$ cat src/rtl/and_share_arbiter.sv
// and_share_arbiter
//
// Round-robin scheduler that shares a single fixed-latency AND unit
// (result = a & b) between N_REQ requesters. One request is granted at a
// time. The granted requester's operands are reduced to their AND at the
// grant edge. The result is returned LAT cycles after the grant cycle,
// tagged with the requester index.
//
// Parameters
//   N_REQ  number of requesters (2..8)
//   WIDTH  operand/result width
//   LAT    unit latency in clock cycles (1..255)
//   IDW    result id width, clog2(N_REQ)
//
// Ports
//   clock      rising-edge clock
//   reset_n    asynchronous active-low reset
//   req        per-requester request level
//   a, b       packed operands, requester i at [i*WIDTH +: WIDTH]
//   gnt        one-hot grant pulse, high for the single ISSUE cycle
//   busy       high while an operation is in flight (ISSUE/WAIT/DONE)
//   res_valid  one-cycle result pulse (DONE)
//   res_data   AND result, held until the next DONE
//   res_id     index of the requester that produced res_data
module and_share_arbiter #(
  parameter int N_REQ = 4,
  parameter int WIDTH = 8,
  parameter int LAT   = 10,
  parameter int IDW   = 2
) (
  input  logic                   clock,
  input  logic                   reset_n,
  input  logic [N_REQ-1:0]       req,
  input  logic [N_REQ*WIDTH-1:0] a,
  input  logic [N_REQ*WIDTH-1:0] b,
  output logic [N_REQ-1:0]       gnt,
  output logic                   busy,
  output logic                   res_valid,
  output logic [WIDTH-1:0]       res_data,
  output logic [IDW-1:0]         res_id
);

  localparam logic [1:0] S_IDLE  = 2'd0;
  localparam logic [1:0] S_ISSUE = 2'd1;
  localparam logic [1:0] S_WAIT  = 2'd2;
  localparam logic [1:0] S_DONE  = 2'd3;

  // The counter is loaded with LAT-1 at the grant edge; ISSUE and WAIT
  // together then last exactly LAT cycles before DONE.
  localparam logic [7:0]     CNT_LOAD = 8'(LAT - 1);
  localparam logic [IDW-1:0] ID_LAST  = IDW'(N_REQ - 1);

  logic [1:0]       state;
  logic [7:0]       cnt;
  logic [IDW-1:0]   ptr;
  logic [IDW-1:0]   cur_id;
  logic [WIDTH-1:0] cur_res;

  logic [IDW-1:0]   base;
  logic [IDW-1:0]   scan_idx;
  logic [IDW-1:0]   win_id;
  logic             win_found;
  logic [WIDTH-1:0] win_res;

  // Explicit wrap so non-power-of-two N_REQ never indexes a missing requester.
  function automatic logic [IDW-1:0] wrap_inc(input logic [IDW-1:0] v);
    return (v == ID_LAST) ? '0 : v + IDW'(1);
  endfunction

  // In DONE the pointer is being moved past the finishing requester on this
  // very edge, so the search must already start from that new position.
  assign base = (state == S_DONE) ? wrap_inc(cur_id) : ptr;

  // Round-robin search: first asserted req at base, base+1, ... (mod N_REQ).
  always_comb begin
    // NOTE: every variable driven here gets a default first, so no path
    // leaves one unassigned and no latch is inferred.
    win_found = 1'b0;
    win_id    = '0;
    scan_idx  = base;
    for (int k = 0; k < N_REQ; k++) begin
      if (!win_found && req[scan_idx]) begin
        win_found = 1'b1;
        win_id    = scan_idx;
      end
      scan_idx = wrap_inc(scan_idx);
    end
  end

  // Only the AND of the winner's operands is kept; the operands themselves
  // are never stored, so later changes on a/b cannot affect the result.
  assign win_res = a[win_id*WIDTH +: WIDTH] & b[win_id*WIDTH +: WIDTH];

  always_ff @(posedge clock or negedge reset_n) begin
    // NOTE: state registers use non-blocking assignments so every register
    // sees the pre-edge values of the others, independent of statement order.
    if (!reset_n) begin
      state    <= S_IDLE;
      cnt      <= 8'd0;
      ptr      <= '0;
      cur_id   <= '0;
      cur_res  <= '0;
      res_data <= '0;
      res_id   <= '0;
    end else begin
      case (state)
        S_IDLE, S_DONE: begin
          if (state == S_DONE) ptr <= wrap_inc(cur_id);
          if (win_found) begin
            state   <= S_ISSUE;
            cur_id  <= win_id;
            cur_res <= win_res;
            cnt     <= CNT_LOAD;
          end else begin
            state <= S_IDLE;
          end
        end
        S_ISSUE: begin
          if (cnt == 8'd0) begin
            state    <= S_DONE;
            res_data <= cur_res;
            res_id   <= cur_id;
          end else begin
            state <= S_WAIT;
            cnt   <= cnt - 8'd1;
          end
        end
        S_WAIT: begin
          if (cnt == 8'd0) begin
            state    <= S_DONE;
            res_data <= cur_res;
            res_id   <= cur_id;
          end else begin
            cnt <= cnt - 8'd1;
          end
        end
        default: state <= S_IDLE;
      endcase
    end
  end

  // Outputs decode straight from the state register, so an asynchronous
  // reset clears them immediately and aborts any operation in flight.
  always_comb begin
    gnt = '0;
    if (state == S_ISSUE) gnt[cur_id] = 1'b1;
  end

  assign busy      = (state != S_IDLE);
  assign res_valid = (state == S_DONE);

endmodule

$ cat config.mk
export PLATFORM = sky130hd
export DESIGN_NAME = and_share_arbiter
export DESIGN_NICKNAME = d
export VERILOG_FILES = /design/src/rtl/and_share_arbiter.sv
export SDC_FILE = /design/constraint.sdc
export NUM_CORES = 1
export LEC_CHECK = 0
export CAP_MARGIN = 20
export CORE_UTILIZATION = 43
export CTS_CLUSTER_SIZE = 30
export DETAILED_ROUTE_END_ITERATION = 8
export GPL_TIMING_DRIVEN = 0
export PLACE_DENSITY = 0.9
export REMOVE_ABC_BUFFERS = 1
export SLEW_MARGIN = 0
export SYNTH_ARGS = -nofsm -noshare
export SYNTH_HDL_FRONTEND = slang
export SYNTH_SLANG_ARGS = --single-unit
export TNS_END_PERCENT = 10
$ cat constraint.sdc
create_clock -name clock -period 3.4 [get_ports clock]
set_clock_uncertainty 0.05 [all_clocks]
set_input_delay 0.34 -clock clock [delete_from_list [all_inputs] [get_ports clock]]
set_output_delay 0.34 -clock clock [all_outputs]
set_load 0.01 [all_outputs]
==> results.ini, run 1 <==
[die]
core_area_um2=4440
ios=86
fp.dieW_um=70.9
row_count=24
die_h_um=70.9
die_area_um2=5030
floorplan.initialDensity_pct=45.9

[placement]
portBuffers=85
dp_slack_ns=0.655
dp_cells=334
hpwl_um=3670
place.gp.congestion=0.759

[timing]
fmax_ghz=0.374
finalHoldViolCount=0
fin_crit_sh_pct=78.7
finalMaxSlewViolations=0
rsz0062_at_grt=no
fin_ws_ns=0.725
max_slew_margin_pct=52.3
tightest_slew_ns=0.716
period_minus_slack_ns=2.68
fin_setup_tns_ns=0
setup_viol=0

[synth]
synth_area_per_cell_um2=10.0
synth_seq_cells=32
syn-cell-area_um2=2040
synthCells=204
async_flop_share_pct=100
ys.flop_type=dfrtp_1
ys_warn_count=0
ys_seq_area_share_pct=39.2
synth_top_cell_by_area=dfrtp_1
synthDistinctLibCells=38
synth.top_cell.area_share_pct=39.2
synthTopCellsByArea=dfrtp_1 (39%), nand2_1 (9.4%), mux2_2 (6.1%)
synth_edf_count=0

[worst_setup_path]
slowest_delay_ns=0.69
cp_slowest_cell=or4_4
r2r_setup_slack_ns=0.72
critical_path_class=flop to flop
start_kind=flop
crit_start=state[0]
path_max_fanout=17
path_buf_inv=0
regToRegStartpoint=state[0]
cp.required_ns=3.55
crit_chain=ha_1 > or3b_4 > and4_4 > or4_4 > mux2_1 > o221ai_2
worstPathArrival_ns=2.83
crit_family=simple AND/OR/NAND/NOR gates
crit_path_end_kind=flop

[grt]
grt_pass1_wl_um=8230
grt_pass1_vias=1880
antenna_found_initial=0
grt_max_degree=33
grt-ovfl-total=0
grt_use_total_pct=21.2

[routing]
ant_nets=0
vias=1794
vias_per_cell=5.25
drc=0
post_drt_wl_per_cell_um=13.9
routed_wl_um=4760
drt_first_pass_iters=6
drt-initial-drc-count=131

[power_and_ir_drop]
finalPower_w=0.00226
peakVddDrop_v=0.000332
cellLeakagePower_nw=1.33
powerDensity_nw_per_um2=744

[final_layout]
nFillCells=352
finalNetCount=368
diodes=0
drive_above_1_share_pct=13.1
area_delta_synth_final_pct=48.6
fin_cells=342

[run]
drv_cap=0

[clocking]
cts_buffer_depth=2
cts_tree=built
ctsResizeCount=0
cts_setup_buffers=0
cts_sinks=32
clock_latency_ns=0.29
cts.clk_slew.worst_paths_ns=0.07
cts_buffers=5
htreeDepth=2
cts_root_buf=clkbuf_8
ctsHoldBuffers=0

[worst_hold_path]
hp-class=primary input to asynchronous set/reset pin

[outcome]
status=finished, final reports clean

[final cells by class]
cell class | count | area (um^2) | area share, %
multi-input cells | 156 | 1160 | 38.3
repair buffers | 85 | 846 | 27.9
flip-flops and latches | 32 | 801 | 26.4
clock buffers | 7 | 96.3 | 3.18
well taps | 52 | 65.1 | 2.14
inverters | 9 | 33.8 | 1.11
clock inverters | 1 | 30.0 | 0.990
[registers in the layout, summed over array words and instances (netlist names)]
name,cells
res_id,2
state,2
cur_id,2
ptr,2
cur_res,8
cnt,8
res_data,8
[cell families (layout without fill, tap and decap cells)]
kind of cell,count (synthesis),after routing,share of synthesized area (%)
XOR/XNOR,6,6,2.57
multiplexers,30,30,17.6
flip-flops,32,32,39.2
AO/OA/AOI/OAI,24,24,10.8
buffers and inverters,16,102,3.86
AND/OR/NAND/NOR,87,87,20.3
adder cells (fa/ha/maj),9,9,5.51
[synth_stat cells, types with 4 or more instances]
library cell	number
xnor2_1	4
ha_1	9
and2_1	4
nor2_1	10
inv_1	9
o21ai_1	5
clkbuf_1	5
mux2_4	7
o221ai_2	8
mux2_1	9
mux2_2	11
nand2b_1	4
nand2_1	51
dfrtp_1	32
[worst register-to-register path: stages (launching register included)]
cell and delay (ns):
dfrtp_1 0.41, ha_1 0.27, or3b_4 0.42, and4_4 0.21
or4_4 0.69, mux2_1 0.38, o221ai_2 0.15
[stage by stage]
step	instance area [um^2]	hold WS (ns)	util (%)
after floorplan	2000	-0.00559	-
after global placement	2910	0.414	65.5
after detailed placement	2910	0.380	65.4
after CTS	3030	0.0851	68.3
after global routing	3030	0.118	68.3
final	3030	0.0523	68.3
[cells in the final DEF, fill, tap and decap left out, drive strengths merged, types with 2 or more instances in the layout]
| cell | n |
|---|---|
| nor3 | 2 |
| mux2 | 27 |
| o221ai | 8 |
| or3 | 2 |
| nand2 | 51 |
| nor2 | 10 |
| or4 | 4 |
| nand3 | 2 |
| ha | 9 |
| clkdlybuf4s50 | 84 |
| xnor2 | 4 |
| inv | 9 |
| nand2b | 4 |
| dfrtp | 32 |
| clkbuf | 7 |
| o211ai | 2 |
| and2 | 5 |
| a21o | 2 |
| mux2i | 3 |
| and4 | 2 |
| xor2 | 2 |
| o21ai | 8 |
[report_power, final]
part	internal (W)	switching [W]
clock	0.000259	0.000144
combinational	0.000599	0.000623
sequential	0.000532	0.000101
[layer usage]
metal  up-vias  global-route usage, %  routed length [um]
met3        14                   5.13                 329
met2        77                   38.7                2550
met5         -                      0                   0
met1       826                   23.0                1740
li1        877                      -                   -
met4         0                   10.0                 135
[final timing paths]
check | end | depth (start not counted)
worst max-delay path | cur_res[7] | 6
worst min-delay path | res_id[0] | 1
worst max register to register | cur_res[7] | 6
worst min register to register | res_id[0] | 2
max in group asynchronous | res_data[6] | 1
min in group clock | res_id[0] | 2
Power figures use the tool's default switching activity.
==> inputs of run 2 (changes only) <==
- CORE_UTILIZATION: 43 -> 39
- PLACE_DENSITY: 0.9 -> 0.86
- clock period: 3.4 -> 2.45 ns (I/O delays scaled with it)
==> run 2 against run 1 <==
The run now ends with setup timing left. Clock power grew 5.0%. Sequential power increased by 40%. Clock-buffer cell count is the same. Critical path depth did not move. Setup slack got worse by 0.76 ns. Cell count increased by 6.4%. Hold slack gained 0.39 ns. Register-to-register slack worse by 0.76 ns. Sequential share of layout area decreased by 0.83 points. Power is 43% higher. Critical path type unchanged. Highest routed layer unchanged.
==> results.ini, run 2 (same netlist as run 1, synthesis figures left out) <==
[outcome]
status=complete, but fails checks  ; was finished, final reports clean
violations=setup timing

[timing]
fin_crit_sh_pct=102  ; was 78.7%
tightest_slew_ns=0.698  ; was 0.716 ns
fmax_ghz=0.402  ; was 0.374 GHz
finalMaxSlewViolations=0  ; unchanged
rsz0062_at_grt=yes  ; was no
max_slew_margin_pct=53.5  ; was 52.3%
fin_setup_tns_ns=-0.235  ; was 0 ns
fin_ws_ns=-0.0402  ; was 0.725 ns
finalHoldViolCount=0  ; unchanged
period_minus_slack_ns=2.49  ; was 2.68 ns
setup_viol=8  ; was 0

[final_layout]
finalNetCount=375  ; was 368
regArea_um2=801  ; unchanged
fin_cells=364  ; was 342
fin_util_pct=64.2  ; was 68.3%
final_common_cell=clkdlybuf4s50_1  ; unchanged
area_delta_synth_final_pct=53.4  ; was 48.6%
stdcell_area_um2=3130  ; was 3030 um^2
nFillCells=394  ; was 352
final_cell_mix=clkdlybuf4s50_1 (84), nand2_1 (51), dfrtp_1 (32)  ; unchanged
multi_input_area_um2=1230  ; was 1160 um^2
reg_top3=cnt (8), cur_res (8), res_data (8)  ; unchanged
drive_above_1_share_pct=18.2  ; was 13.1%
diodes=0  ; unchanged

[clocking]
htreeDepth=2  ; unchanged
cts_buffers=5  ; unchanged
cts_tree=built  ; unchanged
cts_sinks=32  ; unchanged
clock_latency_ns=0.28  ; was 0.29 ns
cts_root_buf=clkbuf_8  ; unchanged
cts_buffer_depth=2  ; unchanged
cts.clk_slew.worst_paths_ns=0.07  ; about the same

[worst_setup_path]
path_max_fanout=5  ; was 17
worstPathArrival_ns=2.64  ; was 2.83 ns
regToRegStartpoint=state[0]  ; unchanged
crit_path_end_kind=flop  ; unchanged
cp.required_ns=2.60  ; was 3.55 ns
crit_start=state[0]  ; unchanged
start_kind=flop  ; unchanged
critical_path_class=flop to flop  ; unchanged

[placement]
post_dp_cell_area_um2=2930  ; was 2910 um^2
place.gp.congestion=0.797  ; was 0.759
hpwl_um=3650  ; was 3670 um
dp_cells=349  ; was 334
portBuffers=85  ; unchanged

[power_and_ir_drop]
peakVddDrop_v=0.000438  ; was 0.000332 V
swShare_pct=40.5  ; was 38.4%
p_switching_w=0.00131  ; was 0.000868 W
intPower_w=0.00192  ; was 0.00139 W
finalPower_w=0.00323  ; was 0.00226 W
power_frac_seq_pct=27.4  ; was 28.0%
p_comb_share_pct=59.5  ; was 54.1%
powerDensity_nw_per_um2=1030  ; was 744 nW/um^2
cellLeakagePower_nw=1.35  ; was 1.33 nW
clkPwrFrac_pct=13.1  ; was 17.8%

[grt]
grt_use_total_pct=21.0  ; was 21.2%
grt_pass1_wl_um=8650  ; was 8230 um
grt-ovfl-total=0  ; unchanged
antenna_found_initial=0  ; unchanged
grt_max_degree=33  ; unchanged
grt_pass1_vias=1976  ; was 1880

[run]
drv_cap=0  ; unchanged

[routing]
routed_wl_um=5140  ; was 4760 um
vias=1863  ; was 1794
drc=0  ; unchanged
drt-initial-drc-count=109  ; was 131
drt_first_pass_iters=4  ; was 6
vias_per_cell=5.12  ; was 5.25
ant_nets=0  ; unchanged
post_drt_wl_per_cell_um=14.1  ; was 13.9 um

[worst_hold_path]
hp-class=flop to flop  ; was primary input to asynchronous set/reset pin
hold_start=res_data[3]

[die]
ios=86  ; unchanged
row_count=25  ; was 24
fp.dieW_um=74.4  ; was 70.9 um
die_h_um=74.4  ; was 70.9 um
core_area_um2=4880  ; was 4440 um^2
floorplan.initialDensity_pct=41.8  ; was 45.9%
die_area_um2=5530  ; was 5030 um^2

## run 2: cell types whose count changed in the layout (fill, tap and decap cells not counted), sizes merged
cell         before  now
clkinvlp          0    1
dlygate4sd3       0    1
bufinv            1    0
buf               1    5
or4               4    6
## run 2: critical path, stage by stage (launching register included)
cell and delay [ns]:
dfrtp_1 0.43, ha_4 0.19, or3b_4 0.41, and4_4 0.21, or4_4 0.62, mux2_2 0.32
o221ai_2 0.16
## run 2: layer usage
metal	global-route usage, %	share of wire (%)	up-vias
met1	23.0	39	880
met5	0	0	-
met2	38.5	53	74
met3	5.28	6.2	9
li1	-	-	900
met4	8.39	1.5	0
## run 2: repair_timing
item,4_1_cts,5_1_grt
endpoints found under the hold margin,32,0
hold buffers,1,0
gates resized for setup,15,1
buffers inserted,4,0
setup endpoints to repair,22,16
gates cloned,2,0
pin swaps,6,2
## run 2: per-stage QoR
stage | hold slack (ns) | worst slack, ns
6_report | 0.441 | -0.0402
5_1_grt | 0.466 | -0.106
4_1_cts | 0.445 | -0.0416
3_5_place_dp | 0.283 | -0.260
3_3_place_gp | 0.413 | -0.209
2_1_floorplan | -0.101 | -0.109
## run 2: final timing paths
path | end | depth (start not counted) | slack (ns)
worst max-delay path | cur_res[4] | 6 | -0.04
worst min-delay path | res_data[3] | 1 | 0.44
worst max register to register | cur_res[4] | 6 | -0.04
worst min register to register | res_data[3] | 1 | 0.44
max in group asynchronous | res_data[1] | 2 | 1.39
min in group asynchronous | res_id[0] | 2 | 0.50
## run 2: area by class of cell
class,instances,share of cell area (%)
Clock buffer,7,2.76
Clock inverter,1,0.240
Inverter,9,1.08
Multi-Input combinational cell,158,39.4
Sequential cell,32,25.6
Tap cell,67,2.68
Timing Repair Buffer,90,28.3
## run 2: power groups by stage
stage / combinational, W / clock [W] / sequential [W]
2_1_floorplan: 0.00113 / 0 / 0.000878
3_3_place_gp: 0.00165 / 0 / 0.000866
3_5_place_dp: 0.00172 / 0 / 0.000882
4_1_cts: 0.00193 / 0.000431 / 0.000882
5_1_grt: 0.00211 / 0.000448 / 0.000911
6_report: 0.00192 / 0.000423 / 0.000885
==> inputs of run 3 (changes only) <==
- GPL_TIMING_DRIVEN: 0 -> default
==> run 3 against run 2 <==
The run now ends clean. Die area unchanged. Critical path depth grew 1. Final area is 3.0% higher. Setup slack gained 0.051 ns. Utilization increased by 1.9 points. Combinational power rose by 9%. Cell count rose by 3.3%. First-iteration DRC count is 3.7% higher. Critical path type unchanged.
==> results.ini, run 3 (same netlist as run 1, synthesis figures left out) <==
[worst_setup_path]
start_kind=flop  ; unchanged
critical_path_class=flop to flop  ; unchanged
regToRegStartpoint=cur_id[0]  ; was state[0]
worstPathArrival_ns=2.60  ; was 2.64 ns
cp.required_ns=2.61  ; was 2.60 ns
crit_path_end_kind=flop  ; unchanged
r2r_setup_slack_ns=0.01  ; was -0.04 ns
crit_start=cur_id[0]  ; was state[0]
path_max_fanout=8  ; was 5

[power_and_ir_drop]
swShare_pct=39.0  ; was 40.5%
p_comb_share_pct=61.4  ; was 59.5%
powerDensity_nw_per_um2=1050  ; was 1030 nW/um^2
cellLeakagePower_nw=1.41  ; was 1.35 nW
power_frac_seq_pct=25.8  ; was 27.4%
finalPower_w=0.00340  ; was 0.00323 W
peakVddDrop_v=0.000470  ; was 0.000438 V
clkPwrFrac_pct=12.8  ; was 13.1%
intPower_w=0.00207  ; was 0.00192 W
p_switching_w=0.00132  ; was 0.00131 W

[routing]
ant_nets=0  ; unchanged
drt_first_pass_iters=4  ; unchanged
routed_wl_um=5160  ; was 5140 um
post_drt_wl_per_cell_um=13.7  ; was 14.1 um
drt-initial-drc-count=113  ; was 109
vias=1910  ; was 1863
drc=0  ; unchanged
vias_per_cell=5.08  ; was 5.12

[grt]
grt_pass1_vias=2074  ; was 1976
antenna_found_initial=0  ; unchanged
grt_use_total_pct=21.3  ; was 21.0%
grt_max_degree=33  ; unchanged
grt_pass1_wl_um=8840  ; was 8650 um
grt-ovfl-total=0  ; unchanged

[clocking]
cts_sinks=32  ; unchanged
ctsHoldBuffers=0  ; was 1
cts_root_buf=clkbuf_8  ; unchanged
cts.clk_slew.worst_paths_ns=0.07  ; about the same
htreeDepth=2  ; unchanged
cts_buffers=5  ; unchanged
cts_buffer_depth=2  ; unchanged
cts_tree=built  ; unchanged
clock_latency_ns=0.29  ; was 0.28 ns

[die]
die_h_um=74.4  ; unchanged
floorplan.initialDensity_pct=41.8  ; unchanged
die_area_um2=5530  ; unchanged
ios=86  ; unchanged
core_area_um2=4880  ; unchanged
row_count=25  ; unchanged
fp.dieW_um=74.4  ; unchanged

[timing]
fmax_ghz=0.410  ; was 0.402 GHz
tightest_slew_ns=0.420  ; was 0.698 ns
fin_crit_sh_pct=99.5  ; was 102%
rsz0062_at_grt=yes  ; unchanged
max_slew_margin_pct=71.2  ; was 53.5%
setup_viol=0  ; was 8
finalHoldViolCount=0  ; unchanged
finalMaxSlewViolations=0  ; unchanged
period_minus_slack_ns=2.44  ; was 2.49 ns

[final_layout]
nFillCells=411  ; was 394
diodes=0  ; unchanged
reg_top3=cnt (8), cur_res (8), res_data (8)  ; unchanged
final_common_cell=clkdlybuf4s50_1  ; unchanged
finalNetCount=387  ; was 375
area_delta_synth_final_pct=58.0  ; was 53.4%
drive_above_1_share_pct=20.4  ; was 18.2%
fin_cells=376  ; was 364
final_cell_mix=clkdlybuf4s50_1 (85), nand2_1 (51), dfrtp_1 (32)  ; was clkdlybuf4s50_1 (84), nand2_1 (51), dfrtp_1 (32)

[placement]
place.gp.congestion=0.812  ; was 0.797
hpwl_um=3790  ; was 3650 um
dp_cells=364  ; was 349
portBuffers=85  ; unchanged

[outcome]
status=finished, final reports clean  ; was complete, but fails checks

[worst_hold_path]
hp-class=primary input to asynchronous set/reset pin  ; was flop to flop

[run]
drv_cap=0  ; unchanged

==> run 3: metrics by stage <==
stage	instance area, um^2	hold slack (ns)	setup TNS, ns	worst slack [ns]	utilization (%)
after floorplan	2000	-0.101	-0.660	-0.109	-
after global placement	3060	0.414	-0.411	-0.0783	62.6
after detailed placement	3060	0.419	-0.765	-0.124	62.6
after CTS	3230	0.320	0	0.00920	66.1
after global routing	3230	0.338	-0.321	-0.0535	66.1
final	3230	0.315	0	0.0112	66.1
==> run 3: worst paths after layout <==
| check | end | cells after the start |
|---|---|---|
| setup / recovery | cur_res[0] | 7 |
| hold / removal | ptr[1] | 2 |
| setup reg to reg | cur_res[0] | 7 |
| hold reg to reg | res_data[7] | 1 |
| max in group asynchronous | cnt[0] | 2 |
| min in group clock | res_data[7] | 1 |
==> run 3: final cells by class <==
type | count | area (um^2) | area share (%)
clock buffers | 7 | 86.3 | 2.68
repair buffers | 102 | 991 | 30.7
flip-flops and latches | 32 | 801 | 24.8
inverters | 9 | 33.8 | 1.05
clock inverters | 1 | 7.51 | 0.233
well taps | 67 | 83.8 | 2.60
multi-input cells | 158 | 1220 | 37.9
==> run 3: repair_timing <==
item	in CTS	in global routing
pin swaps	6	0
endpoints found under the setup margin	8	8
setup buffers	2	0
gates resized for setup	12	1
gates cloned	2	0
==> run 3: power groups by stage <==
stage	clock network [W]	registers (W)	logic [W]
global route	0.000468	0.000903	0.00228
CTS	0.000436	0.000876	0.00210
floorplan	0	0.000878	0.00113
detailed placement	0	0.000872	0.00195
global placement	0	0.000861	0.00189
finish	0.000434	0.000875	0.00209
==> run 3: layer usage <==
layer  routed length [um]  track usage, %  share of wire [%]  vias to the layer above
met4                   90            7.34                1.7                        0
met5                    0               0                  0                        -
met3                  372            7.18                7.2                       11
li1                     -               -                  -                      926
met2                 2640            39.2                 51                       82
met1                 2060            22.6                 40                      891
==> run 3: critical path, stage by stage, from the launching register on <==
cell      delay, ns
dfrtp_1        0.42
inv_2          0.09
ha_4           0.20
mux2_4         0.28
and4_4         0.22
or4_4          0.63
mux2_4         0.33
o221ai_2       0.14
